`src/rtl/write_buffer_if.sv`:
```
// Bus bundle for the write buffer: CPU port, cache read handshake and SDRAM write port.
// The slave modport is the buffer itself; master is the CPU/cache/SDRAM environment.
interface write_buffer_if;
   logic [31:0] cpu_addr;
   logic        cpu_req;
   logic        cpu_rw;
   logic [3:0]  cpu_bytesel;
   logic [31:0] data_from_cpu;
   logic        cpu_ack;
   logic        cache_req;
   logic        cache_ack;
   logic        sdram_wr_req;
   logic [29:0] sdram_wr_addr;
   logic [31:0] sdram_wr_data;
   logic [3:0]  sdram_wr_bytesel;
   logic        sdram_wr_ack;
   logic        wb_empty;

   modport slave (
      input  cpu_addr, cpu_req, cpu_rw, cpu_bytesel, data_from_cpu, cache_ack, sdram_wr_ack,
      output cpu_ack, cache_req, sdram_wr_req, sdram_wr_addr, sdram_wr_data, sdram_wr_bytesel,
             wb_empty
   );

   modport master (
      output cpu_addr, cpu_req, cpu_rw, cpu_bytesel, data_from_cpu, cache_ack, sdram_wr_ack,
      input  cpu_ack, cache_req, sdram_wr_req, sdram_wr_addr, sdram_wr_data, sdram_wr_bytesel,
             wb_empty
   );
endinterface

```
`src/rtl/write_buffer.sv`:
```
// Posted-write buffer between a CPU and an SDRAM controller: writes are queued and drained
// in order, byte-merged into the newest entry, and reads wait until every write has drained.
module write_buffer #(
   parameter int DEPTH = 4
) (
   input  logic           clk,
   input  logic           reset,
   write_buffer_if.slave  bus
);

   localparam int            PW     = $clog2(DEPTH);
   localparam logic [PW:0]   L_FULL = (PW + 1)'(DEPTH);
   localparam logic [PW:0]   L_ONE  = (PW + 1)'(1);

   typedef enum logic [2:0] {
      S_IDLE,
      S_WACK,
      S_RDWAIT,
      S_RDPASS,
      S_RDEND
   } state_t;

   state_t        r_state;
   logic [29:0]   r_mem_addr [DEPTH];
   logic [31:0]   r_mem_data [DEPTH];
   logic [3:0]    r_mem_bsel [DEPTH];
   logic [PW-1:0] r_head;
   logic [PW-1:0] r_tail;
   logic [PW:0]   r_count;
   logic          r_wack;
   logic          r_cache_req;
   logic          r_wr_req;
   logic [29:0]   r_wr_addr;
   logic [31:0]   r_wr_data;
   logic [3:0]    r_wr_bsel;

   logic [PW-1:0] w_newest;
   logic          w_push;
   logic          w_merge;
   logic          w_alloc;
   logic          w_pop;
   logic          w_empty;

   // With two or more entries the newest one can never be the head on the SDRAM port.
   assign w_newest = r_tail - 1'b1;
   assign w_push   = (r_state == S_IDLE) && bus.cpu_req && !bus.cpu_rw && (r_count != L_FULL);
   assign w_merge  = w_push && (r_count > L_ONE) && (r_mem_addr[w_newest] == bus.cpu_addr[31:2]);
   assign w_alloc  = w_push && !w_merge;
   assign w_pop    = r_wr_req && bus.sdram_wr_ack;
   assign w_empty  = (r_count == '0) && !r_wr_req;

   // NOTE: the entry storage has no reset; count and pointers alone decide which entries are valid.
   always_ff @(posedge clk) begin
      if (w_merge) begin
         for (int b = 0; b < 4; b++) begin
            if (bus.cpu_bytesel[b]) begin
               r_mem_data[w_newest][8*b +: 8] <= bus.data_from_cpu[8*b +: 8];
            end
         end
         r_mem_bsel[w_newest] <= r_mem_bsel[w_newest] | bus.cpu_bytesel;
      end else if (w_alloc) begin
         r_mem_addr[r_tail] <= bus.cpu_addr[31:2];
         r_mem_data[r_tail] <= bus.data_from_cpu;
         r_mem_bsel[r_tail] <= bus.cpu_bytesel;
      end
   end

   always_ff @(posedge clk or posedge reset) begin
      if (reset) begin
         r_head    <= '0;
         r_tail    <= '0;
         r_count   <= '0;
         r_wr_req  <= 1'b0;
         r_wr_addr <= '0;
         r_wr_data <= '0;
         r_wr_bsel <= '0;
      end else begin
         if (w_alloc) r_tail <= r_tail + 1'b1;
         if (w_pop)   r_head <= r_head + 1'b1;
         case ({w_alloc, w_pop})
            2'b10:   r_count <= r_count + 1'b1;
            2'b01:   r_count <= r_count - 1'b1;
            default: r_count <= r_count;
         endcase
         // Acks arriving with no request outstanding fall through untouched.
         if (!r_wr_req) begin
            if (r_count != '0) begin
               r_wr_req  <= 1'b1;
               r_wr_addr <= r_mem_addr[r_head];
               r_wr_data <= r_mem_data[r_head];
               r_wr_bsel <= r_mem_bsel[r_head];
            end
         end else if (bus.sdram_wr_ack) begin
            r_wr_req <= 1'b0;
         end
      end
   end

   always_ff @(posedge clk or posedge reset) begin
      if (reset) begin
         r_state     <= S_IDLE;
         r_wack      <= 1'b0;
         r_cache_req <= 1'b0;
      end else begin
         r_wack <= 1'b0;
         case (r_state)
            S_IDLE: begin
               if (bus.cpu_req && bus.cpu_rw) begin
                  r_state <= S_RDWAIT;
               end else if (w_push) begin
                  r_wack  <= 1'b1;
                  r_state <= S_WACK;
               end
            end
            S_WACK: begin
               if (!bus.cpu_req) r_state <= S_IDLE;
            end
            S_RDWAIT: begin
               if (w_empty) begin
                  r_cache_req <= 1'b1;
                  r_state     <= S_RDPASS;
               end
            end
            S_RDPASS: begin
               if (bus.cache_ack) begin
                  r_cache_req <= 1'b0;
                  r_state     <= S_RDEND;
               end
            end
            S_RDEND: begin
               if (!bus.cpu_req) r_state <= S_IDLE;
            end
            default: r_state <= S_IDLE;
         endcase
      end
   end

   assign bus.cpu_ack          = r_wack ||
                                 (((r_state == S_RDPASS) || (r_state == S_RDEND)) && bus.cache_ack);
   assign bus.cache_req        = r_cache_req;
   assign bus.sdram_wr_req     = r_wr_req;
   assign bus.sdram_wr_addr    = r_wr_addr;
   assign bus.sdram_wr_data    = r_wr_data;
   assign bus.sdram_wr_bytesel = r_wr_bsel;
   assign bus.wb_empty         = w_empty;

endmodule
```
`src/flat_wrapper.sv`:
```
// flat-port wrapper written by rule: the top's interface ports become plain ports
module write_buffer_flat 
#(
   parameter int DEPTH = 4
)
  (clk, reset, bus_cpu_addr, bus_cpu_req, bus_cpu_rw, bus_cpu_bytesel, bus_data_from_cpu, bus_cache_ack, bus_sdram_wr_ack, bus_cpu_ack, bus_cache_req, bus_sdram_wr_req, bus_sdram_wr_addr, bus_sdram_wr_data, bus_sdram_wr_bytesel, bus_wb_empty);
  write_buffer_if bus_i ();
  input  logic clk;
  input  logic reset;
  input wire logic [$bits(bus_i.cpu_addr)-1:0] bus_cpu_addr;
  input wire logic [$bits(bus_i.cpu_req)-1:0] bus_cpu_req;
  input wire logic [$bits(bus_i.cpu_rw)-1:0] bus_cpu_rw;
  input wire logic [$bits(bus_i.cpu_bytesel)-1:0] bus_cpu_bytesel;
  input wire logic [$bits(bus_i.data_from_cpu)-1:0] bus_data_from_cpu;
  input wire logic [$bits(bus_i.cache_ack)-1:0] bus_cache_ack;
  input wire logic [$bits(bus_i.sdram_wr_ack)-1:0] bus_sdram_wr_ack;
  output wire logic [$bits(bus_i.cpu_ack)-1:0] bus_cpu_ack;
  output wire logic [$bits(bus_i.cache_req)-1:0] bus_cache_req;
  output wire logic [$bits(bus_i.sdram_wr_req)-1:0] bus_sdram_wr_req;
  output wire logic [$bits(bus_i.sdram_wr_addr)-1:0] bus_sdram_wr_addr;
  output wire logic [$bits(bus_i.sdram_wr_data)-1:0] bus_sdram_wr_data;
  output wire logic [$bits(bus_i.sdram_wr_bytesel)-1:0] bus_sdram_wr_bytesel;
  output wire logic [$bits(bus_i.wb_empty)-1:0] bus_wb_empty;
  assign bus_i.cpu_addr = bus_cpu_addr;
  assign bus_i.cpu_req = bus_cpu_req;
  assign bus_i.cpu_rw = bus_cpu_rw;
  assign bus_i.cpu_bytesel = bus_cpu_bytesel;
  assign bus_i.data_from_cpu = bus_data_from_cpu;
  assign bus_i.cache_ack = bus_cache_ack;
  assign bus_i.sdram_wr_ack = bus_sdram_wr_ack;
  assign bus_cpu_ack = bus_i.cpu_ack;
  assign bus_cache_req = bus_i.cache_req;
  assign bus_sdram_wr_req = bus_i.sdram_wr_req;
  assign bus_sdram_wr_addr = bus_i.sdram_wr_addr;
  assign bus_sdram_wr_data = bus_i.sdram_wr_data;
  assign bus_sdram_wr_bytesel = bus_i.sdram_wr_bytesel;
  assign bus_wb_empty = bus_i.wb_empty;
  write_buffer #(.DEPTH(DEPTH)) u_core (.clk(clk), .reset(reset), .bus(bus_i));
endmodule
```
`config.mk`:
```
export PLATFORM = sky130hd
export DESIGN_NAME = write_buffer_flat
export DESIGN_NICKNAME = d
export VERILOG_FILES = /design/src/rtl/write_buffer_if.sv /design/src/rtl/write_buffer.sv /design/src/flat_wrapper.sv
export SDC_FILE = /design/constraint.sdc
export NUM_CORES = 1
export LEC_CHECK = 0
export CORE_MARGIN = 2
export CORE_UTILIZATION = 50
export CTS_CLUSTER_DIAMETER = 100
export CTS_CLUSTER_SIZE = 14
export DETAILED_ROUTE_END_ITERATION = 7
export GPL_ROUTABILITY_DRIVEN = 0
export HOLD_SLACK_MARGIN = 0.08
export MAX_ROUTING_LAYER = met4
export PLACE_DENSITY = 0.71
export SYNTH_ARGS = -nofsm -noshare
export SYNTH_HDL_FRONTEND = slang
export SYNTH_SLANG_ARGS = --single-unit
```
`constraint.sdc`:
```
create_clock -name clk -period 8.8 [get_ports clk]
set_input_delay 1.32 -clock clk [delete_from_list [all_inputs] [get_ports clk]]
set_output_delay 1.32 -clock clk [all_outputs]
set_load 0.05 [all_outputs]
```
# ---- After elaboration in Yosys (flattened, before gate mapping)
# Memories as Yosys holds them, arrays and structs flattened. A register that Yosys moved wholly into a read port is not among the register bits.
# Cells that the tools add are included.
dict set report op_classes {
  reduce_logical 26
  bitwise_logic 2
  order_cmp 1
  addsub 5
  muxes 39
  n_eq_ne 12
}
# cell n
set op_table {}
lappend op_table {{32-bit 2-to-1 mux} 1}
lappend op_table {{32-bit OR reduction} 1}
lappend op_table {{30-bit == test} 1}
lappend op_table {{1-bit 2-to-1 mux} 26}
lappend op_table {{3-bit 2-to-1 mux} 5}
lappend op_table {{3-bit case mux with 4 select lines} 1}
lappend op_table {{1-bit logical AND} 10}
lappend op_table {{4-bit 2-to-1 mux} 2}
lappend op_table {{3-bit by 2-bit == test with 1-bit output, second input constant} 2}
lappend op_table {{3-bit zero test} 2}
lappend op_table {{2-bit inequality test, second input constant} 3}
lappend op_table {{3-bit case mux with 2 select lines} 1}
lappend op_table {{2-bit by 1-bit adder with 2-bit output, second input constant} 2}
lappend op_table {{2-bit 2-to-1 mux} 2}
lappend op_table {{4-bit bitwise OR} 1}
lappend op_table {{4-bit AND reduction} 1}
lappend op_table {{2-bit nonzero test} 2}
lappend op_table {{4-bit OR reduction} 1}
lappend op_table {{3-bit by 1-bit adder with 3-bit output, second input constant} 1}
lappend op_table {{3-bit by 1-bit == test with 1-bit output, second input constant} 1}
lappend op_table {{3-bit == test, second input constant} 1}
lappend op_table {{3-bit by 1-bit > comparator with 1-bit output, second input constant} 1}
lappend op_table {{1-bit zero test} 3}
lappend op_table {{3-bit by 2-bit inequality test with 1-bit output, second input constant} 1}
lappend op_table {{12 further kinds} 13}
dict set report word_totals {
  mem_count 3
  inputBits 74
  ramBits 264
  output_inout_bits 70
  elab_cells 95
  reg_bits 13
}
# name depth width read_ports rd_clocked_by_memory_dff wr line
set mem_list {}
lappend mem_list {u_core.r_mem_data 4 32 1 1 1 write_buffer.sv:25} ;# logic [31:0] r_mem_data [DEPTH];
lappend mem_list {u_core.r_mem_addr 4 30 2 1 1 write_buffer.sv:24} ;# logic [29:0] r_mem_addr [DEPTH];
lappend mem_list {u_core.r_mem_bsel 4 4 2 1 1 write_buffer.sv:26} ;# logic [3:0] r_mem_bsel [DEPTH];

# ---- Longest topological paths before layout
# Gate-level depths: netlist of run 1.
dict set report depth {
  word_depth 13
  mapped_depth 20
  ltp_nobuf 14
}

# ---- Worst setup path after synthesis of run 1
# No wires, ideal clock.
dict set report synth_path {
  kind {flip-flop to flip-flop}
  start {reg u_core.r_tail[0]}
  end {mem u_core.r_mem_addr[0][0], enable pin}
  setup_slack_ns 4.941
  path_buffers 5
  setup_ns 0.390
  arrival_time_ns 3.469
  path_stages_with_launch 14
  t_required_ns 8.410
  period_less_slack_ns 3.859
  path_cell_list {dfrtp_1 > buf_4 > inv_1 > buf_6 > ha_1 > buf_4 > buf_2 > mux2i_1 > a22oi_1 > a41oi_1 > and4bb_1 > buf_4 > a21oi_4 > and2_1}
}
dict set report synth_between {
  elab_chain_cells 9
}
# element line
set synth_lines {}
lappend synth_lines {{start: declaration} write_buffer.sv:28} ;# logic [PW-1:0] r_tail;
lappend synth_lines {{start signal: assignment} write_buffer.sv:78} ;# if (w_alloc) r_tail <= r_tail + 1'b1;
lappend synth_lines {{2-bit by 1-bit subtractor with 2-bit output *} write_buffer.sv:45} ;# assign w_newest = r_tail - 1'b1;
lappend synth_lines {{named net u_core.w_newest[0]} write_buffer.sv:37} ;# logic [PW-1:0] w_newest;
lappend synth_lines {{memory read 4 x 30 bit *} -}
lappend synth_lines {{30-bit == test *} write_buffer.sv:47} ;# assign w_merge = w_push && (r_count > L_ONE) && (r_mem_addr[w_newest] == bus.cpu_addr[31:2]);
lappend synth_lines {{1-bit logical AND *} write_buffer.sv:47}
lappend synth_lines {{1-bit zero test} write_buffer.sv:48} ;# assign w_alloc = w_push && !w_merge;
lappend synth_lines {{1-bit logical AND} write_buffer.sv:48}
lappend synth_lines {{1-bit 2-to-1 mux} write_buffer.sv:61} ;# end else if (w_alloc) begin
lappend synth_lines {{1-bit 2-to-1 mux *} write_buffer.sv:54} ;# if (w_merge) begin
lappend synth_lines {{1-bit 2-to-1 mux (implied by the code) *} write_buffer.sv:62} ;# r_mem_addr[r_tail] <= bus.cpu_addr[31:2];
lappend synth_lines {{end: declaration} write_buffer.sv:24}
# The timed path passes the listed nets; every way through them passes the cells marked *.

# ---- Final worst setup path of run 1
dict set report layout_path {
  start {reg u_core.r_tail[0]}
  end {mem u_core.r_mem_data[0][4], enable pin}
}
dict set report layout_between {
  elab_chain_cells 11
  elab_cells_between_ends 14
  cone_classes {1 x add/sub; 1 x eq/ne; 7 x mux; 4 x reduce/logical; 1 x memory}
}
# element line
set layout_lines {}
lappend layout_lines {{2-bit by 1-bit subtractor with 2-bit output} write_buffer.sv:45}
lappend layout_lines {{memory read 4 x 30 bit} -}
lappend layout_lines {{30-bit == test} write_buffer.sv:47}
lappend layout_lines {{1-bit logical AND} write_buffer.sv:47}
lappend layout_lines {{1-bit zero test} write_buffer.sv:48}
lappend layout_lines {{1-bit logical AND} write_buffer.sv:48}
lappend layout_lines {{1-bit 2-to-1 mux} write_buffer.sv:61}
lappend layout_lines {{1-bit 2-to-1 mux} write_buffer.sv:54}
lappend layout_lines {{1-bit 2-to-1 mux (implied by the code)} write_buffer.sv:63} ;# r_mem_data[r_tail] <= bus.data_from_cpu;
lappend layout_lines {{32-bit OR reduction (no line)} -}
lappend layout_lines {{2-bit 2-to-1 mux (no line) or 4-bit 2-to-1 mux (tied branches)} -}
lappend layout_lines {{end: declaration} write_buffer.sv:25}
# Several ways; a longest one is shown, not always the timed one.

==> results of run 1 <==
layout make-up:
type | count | share of cell area
clock inverter | 1 | 0.000512
multi-input combinational | 361 | 0.252
antenna | 2 | 0.000293
inverter | 21 | 0.00475
clock buffer | 48 | 0.0466
sequential | 343 | 0.580
tap | 384 | 0.0281
timing repair buffer | 154 | 0.0882
flip-flops by register name, indices dropped and copies added (netlist names):
name	count
u_core.bus.cache_req	1
u_core.bus.sdram_wr_addr	30
u_core.bus.sdram_wr_bytesel	4
u_core.bus.sdram_wr_data	32
u_core.bus.sdram_wr_req	1
u_core.r_count	3
u_core.r_head	2
u_core.r_mem_addr	120
u_core.r_mem_bsel	16
u_core.r_mem_data	128
u_core.r_state	3
u_core.r_tail	2
u_core.r_wack	1
cell usage after synthesis, types with 4 or more instances:
cell type,count,share of area
o21ai_1,4,0.0014
o22ai_1,4,0.0017
o21ai_0,16,0.0055
mux2_2,67,0.052
and2_1,4,0.0017
a21o_1,5,0.0026
o211ai_1,5,0.0026
xnor2_1,11,0.0067
o21ai_2,4,0.0024
mux4_2,90,0.14
nand3_1,8,0.0028
nand2_1,24,0.0062
edfxtp_1,264,0.55
xor2_1,17,0.010
clkbuf_1,15,0.0039
dfrtp_1,79,0.14
ha_1,9,0.0078
buf_6,4,0.0031
a21oi_1,12,0.0041
mux2i_1,26,0.018
buf_1,9,0.0023
buf_4,7,0.0036
nor2_1,12,0.0031
inv_1,21,0.0054
layer usage:
layer	wire, um	part of all wire	GRT usage	vias up
met2	14700	0.51	0.342	207
li1	-	-	-	3344
met5	0	0	-	-
met3	1430	0.050	0.0311	35
met1	12000	0.42	0.253	3895
met4	431	0.015	0.0364	0
power groups by stage:
| stage | registers, mW | logic (mW) | clock network (mW) |
|---|---|---|---|
| CTS | 2.24 | 2.60 | 1.17 |
| floorplan | 2.74 | 1.41 | 0 |
| finish | 2.23 | 2.56 | 1.14 |
| detailed placement | 2.27 | 2.59 | 0 |
| global placement | 2.27 | 2.57 | 0 |
| global route | 2.27 | 2.73 | 1.23 |
kinds of logic (layout without fill, tap and decap cells):
family,count (synthesis),after routing,share of synthesized area
other,0,2,0
adder cells (fa/ha/maj),9,9,0.00778
AO/OA/AOI/OAI,69,69,0.0320
buffers and inverters,59,224,0.0194
AND/OR/NAND/NOR,70,70,0.0277
multiplexers,184,184,0.211
XOR/XNOR,29,29,0.0181
flip-flops,343,343,0.684
worst max-delay path, stage by stage, from the launching register on:
cell	delay, ns
dfrtp_2	0.40
inv_1	0.39
ha_2	0.77
buf_4	0.47
buf_4	0.25
mux4_2	0.33
xor2_1	0.18
nor4_2	0.32
and4bb_1	0.48
nand4_2	0.23
o21ai_1	0.80
how the worst max path moves through the flow:
stage                           from                      end  slack (ns)  depth (start not counted)
finish              u_core.r_tail[0]  u_core.r_mem_data[0][4]        3.78                         10
CTS                 u_core.r_tail[0]  u_core.r_mem_data[0][1]        3.66                         10
global route        u_core.r_tail[0]  u_core.r_mem_data[0][1]        3.43                         10
detailed placement  u_core.r_tail[0]  u_core.r_mem_data[0][7]        3.69                         10
global placement    u_core.r_tail[0]  u_core.r_mem_data[0][7]        3.79                         10
floorplan           u_core.r_tail[0]  u_core.r_mem_addr[0][0]        4.94                         13
==> results.yml, run 1 <==
status:
  outcome: "complete, no violations"
critical_path:
  arrival_ns: 5.19
  worstPathRequired_ns: 8.96
  worst_setup_path_start_kind: "flop"
  r2r_setup_slack_ns: 3.78
  crit_fanout: 26
  criticalPathCategory: "reg2reg"
  crit_path_end_kind: "flop"
  reg2regPathDepth: 10
  r2r_start: "u_core.r_tail[0]"
  worstReg2RegEnd: "u_core.r_mem_data[0][4]"
synth:
  avgSynthCellArea_um2: 19.0
  yosysWarnings: 0
  synth.distinct_cells: 59
  synthArstFlopShare: 0.230
  yosysSeqAreaShare: 0.684
  synth_nets: 846
  ys_seq_elements: 343
  synth_top_flop_cell: "edfxtp_1"
  synth_edf_count: 264
  syn-cell-area_mm2: 0.0145
  synthCells: 763
power:
  power_density_mw_per_mm2: 347
  power_frac_comb: 0.431
  irDropWorstVdd_mv: 0.235
  seqPwrFrac: 0.376
  switchingPower_mw: 2.16
  swShare: 0.364
  internal_power_mw: 3.78
  finalPower_mw: 5.94
  p_leak_nw: 5.88
  clkPwrFrac: 0.193
timing:
  achievable-frequency_mhz: 199
  finalHoldViolations: 0
  worstMarginPinSlew_ns: 1.01
  finalCritPeriodShare: 0.571
  fin_skew_ns: 0.0157
  setup_ws_ns: 3.78
  setup_viol: 0
  grt_setup_unrepaired: "no"
  slew-limit-headroom: 0.324
  period_needed_ns: 5.02
  maxSlewViolCount: 0
  setup_tns_ns: 0
  hold_slack_ns: 0.504
floorplanning:
  num_rows: 62
  die_x_um: 174
  top_level_ports: 144
  die_y_um: 174
  dieArea_mm2: 0.0303
  initial_utilization: 0.506
  core_area_mm2: 0.0286
clocking:
  post_cts_buffers: 0
  clkLatencyLatePin_ns: 0.55
  cts_buffer_depth: 3
  cts_root_buf: "clkbuf_16"
  cts_buffers: 28
  h-tree-depth: 1
  postCtsResizedCells: 0
  cts.sinks: 343
  cts_hold_buf: 0
  clkTransAtPathRegs_ns: 0.07
  cts_tree: "done"
grt:
  antenna_found_initial: 2
  grt_pass1_wl_um: 44900
  grtUsageTotal: 0.198
  grt_overflow: 0
  grt_pass1_vias: 7914
  grt_max_degree: 47
cells_and_area:
  post-route-util: 0.598
  layout-drive-gt1-share: 0.239
  syn_to_final_growth_pct: 18.1
  final_common_cell: "edfxtp_1"
  final_cell_mix: "edfxtp_1, clkdlybuf4s50_1, mux4_2, dfrtp_1, mux2_2"
  fillers: 2032
  fin_cells: 1314
  fin_nets: 992
  multi_input_area_mm2: 0.00431
  seqCellArea_mm2: 0.00991
  design_area_mm2: 0.0171
drt:
  dr.pass1.iters: 5
  routed-via-count: 7481
  drtAntennaViolNets: 0
  drt-initial-drc-count: 568
  routed_via_density: 5.69
  post_drt_wl_per_cell_um: 21.7
  drc: 0
  wirelength_um: 28600
place:
  dpl.cell_count: 1263
  place_area_mm2: 0.0163
  hpwl_um: 18300
  io_buffers: 141
  dpl_worst_slack_ns: 3.69
min_path:
  hp-start: "u_core.bus.sdram_wr_data[22]"
  hold_path_depth: 1
  hold_path_class: "reg2reg"
  min_to: "u_core.bus.sdram_wr_data[22]"
flow_run:
  cap_violations: 0
Note: power is estimated with default switching activity, not from simulation.
==> run 2, diff against run 1 <==
--- a/config.mk
+++ b/config.mk
@@ -13,7 +13,7 @@
 export GPL_ROUTABILITY_DRIVEN = 0
 export HOLD_SLACK_MARGIN = 0.08
 export MAX_ROUTING_LAYER = met4
-export PLACE_DENSITY = 0.71
+export PLACE_DENSITY = 0.74
 export SYNTH_ARGS = -nofsm -noshare
 export SYNTH_HDL_FRONTEND = slang
 export SYNTH_SLANG_ARGS = --single-unit
==> constraint.sdc (replaced) <==
create_clock -name clk -period 4.4 [get_ports clk]
set_input_delay 0.66 -clock clk [delete_from_list [all_inputs] [get_ports clk]]
set_output_delay 0.66 -clock clk [all_outputs]
set_load 0.05 [all_outputs]
==> results.yml, run 2 (same netlist as run 1, synthesis figures left out) <==
timing:
  setup_viol: 0
  finalHoldViolations: 0
  maxSlewViolCount: 0
  slew-limit-headroom: 0.348
  fin_skew_ns: 0.0161
  achievable-frequency_mhz: 261
  grt_setup_unrepaired: "no"
  hold_slack_ns: 0.453
  period_needed_ns: 3.83
  setup_tns_ns: 0
  finalCritPeriodShare: 0.869
  worstMarginPinSlew_ns: 0.978
floorplanning:
  dieArea_mm2: 0.0303
  top_level_ports: 144
  initial_utilization: 0.506
  num_rows: 62
  die_x_um: 174
  core_area_mm2: 0.0286
  die_y_um: 174
cells_and_area:
  largest_reg_flops: 128
  fillers: 2072
  multi_input_area_mm2: 0.00431
  final_common_cell: "edfxtp_1"
  syn_to_final_growth_pct: 19.6
  fin_nets: 1015
  design_area_mm2: 0.0173
  seqCellArea_mm2: 0.00991
  regMostFlops: "u_core.r_mem_data"
  layout-drive-gt1-share: 0.257
  final_cell_mix: "edfxtp_1, clkdlybuf4s50_1, mux4_2, dfrtp_1, mux2_2"
power:
  power_frac_comb: 0.433
  swShare: 0.366
  power_density_mw_per_mm2: 696
  p_leak_nw: 6.01
  irDropWorstVdd_mv: 0.502
  clkPwrFrac: 0.191
  switchingPower_mw: 4.41
  internal_power_mw: 7.64
  seqPwrFrac: 0.376
min_path:
  hold_path_class: "in2async"
critical_path:
  cpMostUsedCell: "buf_4"
  crit_fanout: 30
  reg2regPathDepth: 11
  crit_path_end_kind: "flop"
  arrival_ns: 4.01
  r2r_start: "u_core.r_tail[0]"
  worst_setup_path_start_kind: "flop"
  critPathSlowestCell: "ha_2"
  cp-startpoint: "u_core.r_tail[0]"
  worstReg2RegEnd: "u_core.r_mem_addr[1][0]"
  r2r_setup_slack_ns: 0.57
  criticalPathCategory: "reg2reg"
  cp_cell_sequence: "inv_1, ha_2, buf_4, mux2i_1, a2111oi_0, a41oi_1, and4bb_1, buf_4, a21oi_4, and2_1, buf_4"
  max_stage_delay_ns: 0.52
  worstPathRequired_ns: 4.59
grt:
  grtUsageTotal: 0.204
  grt_overflow: 0
  grt_pass1_wl_um: 46100
  antenna_found_initial: 1
  grt_pass1_vias: 7980
  grt_max_degree: 48
clocking:
  h-tree-depth: 1
  clkLatencyLatePin_ns: 0.56
  cts.sinks: 343
  cts_buffers: 28
  cts_buffer_depth: 3
  post_cts_buffers: 0
  postCtsResizedCells: 0
  clkTransAtPathRegs_ns: 0.07
  cts_hold_buf: 0
  cts_tree: "done"
  cts_root_buf: "clkbuf_16"
place:
  place_area_mm2: 0.0165
  io_buffers: 141
  hpwl_um: 18700
drt:
  routed-via-count: 7618
  wirelength_um: 29400
  drc: 0
  drt-initial-drc-count: 508
  post_drt_wl_per_cell_um: 22.0
  drtAntennaViolNets: 0
  dr.pass1.iters: 5
  routed_via_density: 5.69
status:
  outcome: "complete, no violations"
flow_run:
  cap_violations: 0
[run 2: layer usage]
layer	global-route usage	wire length, um	vias to the layer above
met5	-	0	-
met4	0.0560	742	0
met3	0.0313	1510	51
met2	0.330	14500	227
met1	0.273	12600	3948
li1	-	-	3392
[run 2: cell type report]
class | instances | area share
Timing Repair Buffer | 177 | 0.0993
Antenna cell | 1 | 0.000145
Clock inverter | 2 | 0.00145
Clock buffer | 50 | 0.0452
Sequential cell | 343 | 0.573
Multi-Input combinational cell | 361 | 0.249
Tap cell | 384 | 0.0278
Inverter | 21 | 0.00463
[run 2: per-stage QoR]
stage	setup WS (ns)	total power, mW	utilization	instances
floorplan	0.541	8.29	-	763
global placement	0.592	9.79	0.576	1286
detailed placement	0.601	9.86	0.576	1286
CTS	0.561	12.2	0.605	1338
global route	0.315	12.6	0.605	1339
finish	0.574	12.0	0.605	1339
[run 2: critical path: cells and delay by family, from the launching register on]
family / cells / cell delay (ns)
buffers and inverters: 4 / 1.05
muxes: 1 / 0.30
DFF: 1 / 0.39
AOI/OAI and AO/OA: 3 / 0.69
and+or+nand+nor: 2 / 0.48
adders and majority gates: 1 / 0.52
[run 2: worst max-delay path by stage]
stage | slack, ns | end | cells after the start
detailed placement | 0.60 | u_core.r_mem_addr[1][10] | 11
floorplan | 0.54 | u_core.r_mem_addr[0][0] | 13
global placement | 0.59 | u_core.r_mem_data[3][24] | 10
CTS | 0.56 | u_core.r_mem_data[3][0] | 10
global route | 0.31 | u_core.r_mem_data[3][0] | 10
finish | 0.57 | u_core.r_mem_addr[1][0] | 11
[run 2: power by group through the flow]
stage | registers, mW | logic (mW) | clock network [mW]
final | 4.53 | 5.22 | 2.30
after CTS | 4.55 | 5.28 | 2.35
after global routing | 4.62 | 5.54 | 2.47
after global placement | 4.59 | 5.20 | 0
after detailed placement | 4.62 | 5.25 | 0
after floorplan | 5.47 | 2.82 | 0
